File: src/rtl/dmem_arbiter_pkg.sv
// dmem_arbiter_pkg: definitions shared by the data-memory arbiter.
//   - Default address and data widths for the memory port.
//   - Requester identifiers (processor data port and loader/debug port).
//   - Idle encoding of the active-low memory control pins.
//   - Issue-stage bookkeeping record.
// Used by dmem_arbiter and dmem_arb_pick. Optional feature macro: DMEM_ARB_RR_EN.
package dmem_arbiter_pkg;

  localparam int unsigned ADDR_W_DEF = 7;
  localparam int unsigned DATA_W_DEF = 32;

  // Requester identifiers; also the encoding of the round-robin pointer.
  localparam logic REQ_CPU = 1'b0;
  localparam logic REQ_LDR = 1'b1;

  // Memory pins when no access is in progress.
  localparam logic CEN_IDLE = 1'b1;
  localparam logic WEN_IDLE = 1'b1;
  localparam logic OEN_IDLE = 1'b1;

  // What stage 1 remembers about the access it is driving onto the pins.
  typedef struct packed {
    logic valid;
    logic owner;
    logic is_read;
  } issue_t;

endpackage

File: src/rtl/dmem_arb_pick.sv
// dmem_arb_pick: combinational two-way picker for the data-memory arbiter.
// Ports:
//   req0, req1 : access requests from requester 0 (CPU) and 1 (loader)
//   ptr        : preferred requester on conflict (round-robin build only)
//   gnt0, gnt1 : grants; never asserted without the matching request, never both
// Build option: DMEM_ARB_RR_EN defined selects round-robin on conflict,
// otherwise requester 0 always wins and ptr is ignored.
module dmem_arb_pick
  import dmem_arbiter_pkg::*;
(
  input  logic req0,
  input  logic req1,
  input  logic ptr,
  output logic gnt0,
  output logic gnt1
);

  always_comb begin
    gnt0 = 1'b0;
    gnt1 = 1'b0;
`ifdef DMEM_ARB_RR_EN
    if (req0 && req1) begin
      gnt0 = (ptr == REQ_CPU);
      gnt1 = (ptr == REQ_LDR);
    end else begin
      gnt0 = req0;
      gnt1 = req1;
    end
`else
    gnt0 = req0;
    gnt1 = req1 & ~req0;
`endif
  end

`ifndef DMEM_ARB_RR_EN
  // Fixed priority has no preferred-requester state.
  logic unused_ptr;
  assign unused_ptr = ptr;
`endif

endmodule

File: src/rtl/dmem_arbiter.sv
// dmem_arbiter: two-requester arbiter and sequencer for the single-port data memory.
// Requester 0 is the processor data port, requester 1 the loader/debug port.
// Every memory pin is registered; read data returns two cycles after acceptance,
// tagged to the issuing requester through rvalid0/rvalid1.
// Ports:
//   clk, rst_n               : clock, asynchronous active-low reset
//   req*/we*/addr*/wdata*    : requester side, held stable until granted
//   gnt0, gnt1               : combinational grants (accept = req & gnt)
//   rvalid0, rvalid1, rdata  : read return, rdata is 0 when neither rvalid is high
//   CEN, WEN, OEN, A, Data2Mem : registered memory pins (active-low controls)
//   ReadDataMem              : memory read data, valid the cycle after the read CEN
// Build option: DMEM_ARB_RR_EN selects round-robin conflict resolution, otherwise
// fixed priority to requester 0 and no pointer register.
module dmem_arbiter
  import dmem_arbiter_pkg::*;
#(
  parameter int unsigned ADDR_W = ADDR_W_DEF,
  parameter int unsigned DATA_W = DATA_W_DEF
) (
  input  logic              clk,
  input  logic              rst_n,
  input  logic              req0,
  input  logic              we0,
  input  logic [ADDR_W-1:0] addr0,
  input  logic [DATA_W-1:0] wdata0,
  input  logic              req1,
  input  logic              we1,
  input  logic [ADDR_W-1:0] addr1,
  input  logic [DATA_W-1:0] wdata1,
  output logic              gnt0,
  output logic              gnt1,
  output logic              rvalid0,
  output logic              rvalid1,
  output logic [DATA_W-1:0] rdata,
  output logic              CEN,
  output logic              WEN,
  output logic              OEN,
  output logic [ADDR_W-1:0] A,
  output logic [DATA_W-1:0] Data2Mem,
  input  logic [DATA_W-1:0] ReadDataMem
);

  logic ptr;
  logic accept;
  logic sel;
  logic sel_we;
  logic [ADDR_W-1:0] sel_addr;
  logic [DATA_W-1:0] sel_wdata;
  logic ret_rd;

  issue_t            s1_d, s1_q;
  logic              cen_d, cen_q;
  logic              wen_d, wen_q;
  logic              oen_d, oen_q;
  logic [ADDR_W-1:0] a_d, a_q;
  logic [DATA_W-1:0] data2mem_d, data2mem_q;
  logic              rvalid0_d, rvalid0_q;
  logic              rvalid1_d, rvalid1_q;

  dmem_arb_pick u_pick (
    .req0 (req0),
    .req1 (req1),
    .ptr  (ptr),
    .gnt0 (gnt0),
    .gnt1 (gnt1)
  );

`ifdef DMEM_ARB_RR_EN
  logic ptr_q;

  // After any grant the other requester becomes preferred.
  always_ff @(posedge clk or negedge rst_n) begin
    if (!rst_n) begin
      ptr_q <= REQ_CPU;
    end else if (accept) begin
      ptr_q <= ~sel;
    end
  end

  assign ptr = ptr_q;
`else
  assign ptr = REQ_CPU;
`endif

  always_comb begin
    // Grants are already qualified by req, so either grant means acceptance.
    accept    = gnt0 | gnt1;
    sel       = gnt1 ? REQ_LDR : REQ_CPU;
    sel_we    = (sel == REQ_LDR) ? we1    : we0;
    sel_addr  = (sel == REQ_LDR) ? addr1  : addr0;
    sel_wdata = (sel == REQ_LDR) ? wdata1 : wdata0;

    // Stage 1: drive the memory pins for the accepted access.
    s1_d.valid   = accept;
    s1_d.owner   = sel;
    s1_d.is_read = ~sel_we;
    cen_d        = accept ? 1'b0 : CEN_IDLE;
    wen_d        = accept ? ~sel_we : WEN_IDLE;
    a_d          = accept ? sel_addr : a_q;
    // Write data only changes on writes so the data bus stays quiet on reads.
    data2mem_d   = (accept && sel_we) ? sel_wdata : data2mem_q;

    // Stage 2: the memory presents read data the cycle after its CEN cycle.
    ret_rd    = s1_q.valid & s1_q.is_read;
    oen_d     = ret_rd ? 1'b0 : OEN_IDLE;
    rvalid0_d = ret_rd & (s1_q.owner == REQ_CPU);
    rvalid1_d = ret_rd & (s1_q.owner == REQ_LDR);
  end

  always_ff @(posedge clk or negedge rst_n) begin
    if (!rst_n) begin
      s1_q       <= '0;
      cen_q      <= CEN_IDLE;
      wen_q      <= WEN_IDLE;
      oen_q      <= OEN_IDLE;
      a_q        <= '0;
      data2mem_q <= '0;
      rvalid0_q  <= 1'b0;
      rvalid1_q  <= 1'b0;
    end else begin
      s1_q       <= s1_d;
      cen_q      <= cen_d;
      wen_q      <= wen_d;
      oen_q      <= oen_d;
      a_q        <= a_d;
      data2mem_q <= data2mem_d;
      rvalid0_q  <= rvalid0_d;
      rvalid1_q  <= rvalid1_d;
    end
  end

  assign CEN      = cen_q;
  assign WEN      = wen_q;
  assign OEN      = oen_q;
  assign A        = a_q;
  assign Data2Mem = data2mem_q;
  assign rvalid0  = rvalid0_q;
  assign rvalid1  = rvalid1_q;
  // Memory data passes straight through during the return cycle only.
  assign rdata    = (rvalid0_q | rvalid1_q) ? ReadDataMem : '0;

endmodule

File: config.mk
export PLATFORM = sky130hd
export DESIGN_NAME = dmem_arbiter
export DESIGN_NICKNAME = d
export VERILOG_FILES = /design/src/rtl/dmem_arbiter_pkg.sv /design/src/rtl/dmem_arb_pick.sv /design/src/rtl/dmem_arbiter.sv
export SDC_FILE = /design/constraint.sdc
export NUM_CORES = 1
export LEC_CHECK = 0
export ABC_AREA = 1
export CAP_MARGIN = 20
export CORE_MARGIN = 2
export CORE_UTILIZATION = 37
export CTS_CLUSTER_SIZE = 16
export DETAILED_ROUTE_END_ITERATION = 7
export MAX_ROUTING_LAYER = met4
export PLACE_DENSITY = 0.84
export SYNTH_ARGS = -nofsm -noshare
export SYNTH_HDL_FRONTEND = slang
export SYNTH_SLANG_ARGS = --single-unit
File: constraint.sdc
create_clock -name clk -period 3.3 [get_ports clk]
set_clock_uncertainty 0.2 [all_clocks]
set_input_delay 0.495 -clock clk [delete_from_list [all_inputs] [get_ports clk]]
set_output_delay 0.495 -clock clk [all_outputs]
set_load 0.05 [all_outputs]
==> impl_metrics.json <==
{
  "rsz0062_at_grt": "false",
  "final.fill_count": 575,
  "cts_tree": "yes",
  "num_vias": 3083,
  "die_x_um": 88.2,
  "cap_violations": 0,
  "yosysSeqAreaShare_pct": 45.0,
  "syn-cell-area_sq_um": 2620,
  "ir_drop_mv": 0.236,
  "root_buffer": "clkbuf_8",
  "cts.sinks": 47,
  "drc": 0,
  "final_common_cell": "clkdlybuf4s50_1",
  "drtIter0Drc": 158,
  "antenna_found_initial": 0,
  "wl_met2_um": 4640,
  "routed.top_layer": "met4",
  "syn_inst": 374,
  "tightestPinTransition_ns": 0.616,
  "pwr-share-clk_pct": 18.8,
  "clockBufferDepth": 2,
  "cts_setup_buffers": 0,
  "async_reset_ff_share_pct": 100,
  "slew_headroom_pct": 58.8,
  "setup_ws_ns": 0.651,
  "p_switching_uw": 809,
  "yosys_warnings": 0,
  "power_frac_seq_pct": 34.4,
  "crit_type": "in -> out",
  "critPathMaxFanout": 1,
  "grt_pass1_wl_um": 13500,
  "slew_viol_final": 0,
  "synth_edf_count": 0,
  "register_area_sq_um": 1180,
  "ant_nets": 0,
  "total_power_mw": 2.00,
  "cts_htree_levels": 2,
  "wirelength_um": 8770,
  "final_area_sq_um": 4690,
  "syn_to_final_growth_pct": 78.9,
  "wire_per_inst_um": 13.4,
  "cts_resized": 0,
  "power_density_nw_per_um2": 427,
  "antenna_cells": 0,
  "start_util_pct": 38.4,
  "dr.pass1.iters": 7,
  "tns_ns": 0,
  "arrival_ns": 1.95,
  "final_nets": 674,
  "num_io_pins": 194,
  "internal_power_mw": 1.20,
  "start_kind": "input pin",
  "post-dp-hpwl_um": 6730,
  "io_buffers": 193,
  "vias_per_cell": 4.71,
  "hold_buffers": 0,
  "final_cell_mix": "clkdlybuf4s50_1 (191), nand2_1 (150), nand3_1 (73)",
  "grt_usage_pct": 22.9,
  "synth_ff_type": "dfrtp_1",
  "leakagePower_nw": 2.33,
  "grt_pass1_vias": 2945,
  "met3_length_um": 806,
  "multi_input_area_sq_um": 1130,
  "grt_max_degree": 48,
  "run_status": "finished, final reports clean",
  "avgSynthCellArea_sq_um": 7.01,
  "clock.fmax_ghz": 0.378,
  "layout-drive-gt1-share_pct": 5.01,
  "chipHeight_um": 88.2,
  "period_minus_slack_ns": 2.65,
  "dpl_worst_slack_ns": 0.529,
  "synth_cell_type_count": 17,
  "period_share_pct": 80.3,
  "clk_pin_slew_worst_paths_ns": 0.08,
  "setup_violations": 0,
  "synth_seq_cells": 47,
  "synth_nets": 490,
  "coreArea_sq_um": 6830,
  "place.gp.congestion": 0.884,
  "combPwrFrac_pct": 46.8,
  "final-hold-violation-count": 0,
  "drt-met1-wl_um": 3080,
  "cts_buffers": 5,
  "die_area_sq_um": 7770,
  "worstPathRequired_ns": 2.60,
  "hp-class": "reg -> reg",
  "end_kind": "output port",
  "switching_share_pct": 40.3,
  "globalRouteOverflowTotal": 0,
  "num_rows": 30,
  "place_area_sq_um": 4560,
  "insertion_delay_ns": 0.29
}
synthesized netlist by cell type (3+ instances only):
cell type,instances,share of area [%]
dfstp_2,3,3.0
nand2_1,150,21
buf_2,9,1.7
inv_1,36,5.2
nor2_1,35,5.0
nand3_1,73,14
buf_4,7,2.0
dfrtp_1,44,42
nand2_2,3,0.72
clkbuf_1,3,0.43
buf_6,5,2.1
power by group through the flow:
stage          combinational [mW]  sequential (mW)  clock (mW)
2_1_floorplan               0.295            0.951           0
3_3_place_gp                0.929            0.698           0
3_5_place_dp                0.940            0.700           0
4_1_cts                     0.942            0.690       0.386
5_1_grt                     0.992            0.699       0.416
6_report                    0.937            0.690       0.377
per-stage QoR:
stage | util, % | hold slack (ns) | std cells
after floorplan | - | -0.000591 | 374
after global placement | 66.8 | 0.190 | 645
after detailed placement | 66.8 | 0.201 | 645
after CTS | 68.2 | 0.213 | 653
after global routing | 68.7 | 0.254 | 655
final | 68.7 | 0.213 | 655
cell type report:
cell class / count / area share, %
repair buffers: 201 / 42.9
well taps: 96 / 2.56
multi-input cells: 264 / 24.1
inverters: 39 / 3.17
flip-flops and latches: 47 / 25.2
clock buffers: 8 / 2.13
critical path: stages:
cell	delay, ns
clkdlybuf4s50_1	0.45
inv_1	0.04
nor2_1	0.10
clkdlybuf4s50_1	0.86
sequential cells by signal (all words and copies together), names as in the netlist:
register / count
rvalid0: 1
rvalid1: 1
OEN: 1
CEN: 1
Data2Mem: 32
WEN: 1
s1_q: 3
A: 7
worst paths after layout:
kind,from,end,slack (ns),depth (start not counted)
max in group asynchronous,rst_n,WEN,1.98,3
hold / removal,s1_q[0],OEN,0.21,1
hold reg to reg,s1_q[0],OEN,0.21,1
setup / recovery,ReadDataMem[13],rdata[13],0.65,4
setup reg to reg,Data2Mem[25],Data2Mem[25],2.44,2
min in group asynchronous,rst_n,Data2Mem[28],0.38,2
metal layers:
metal / vias to the layer above / GRT usage [%]
li1: 1505 / -
met1: 1393 / 24.6
met2: 164 / 41.5
met4: 0 / 7.85
met5: - / -
met3: 21 / 5.00
kinds of logic (layout without fill, tap and decap cells):
kind of cell / count (synthesis) / after routing / synth area share (%)
buffers and inverters: 63 / 248 / 12.0
and+or+nand+nor: 264 / 264 / 43.0
DFF: 47 / 47 / 45.0
Note: power is estimated with default switching activity, not from simulation.
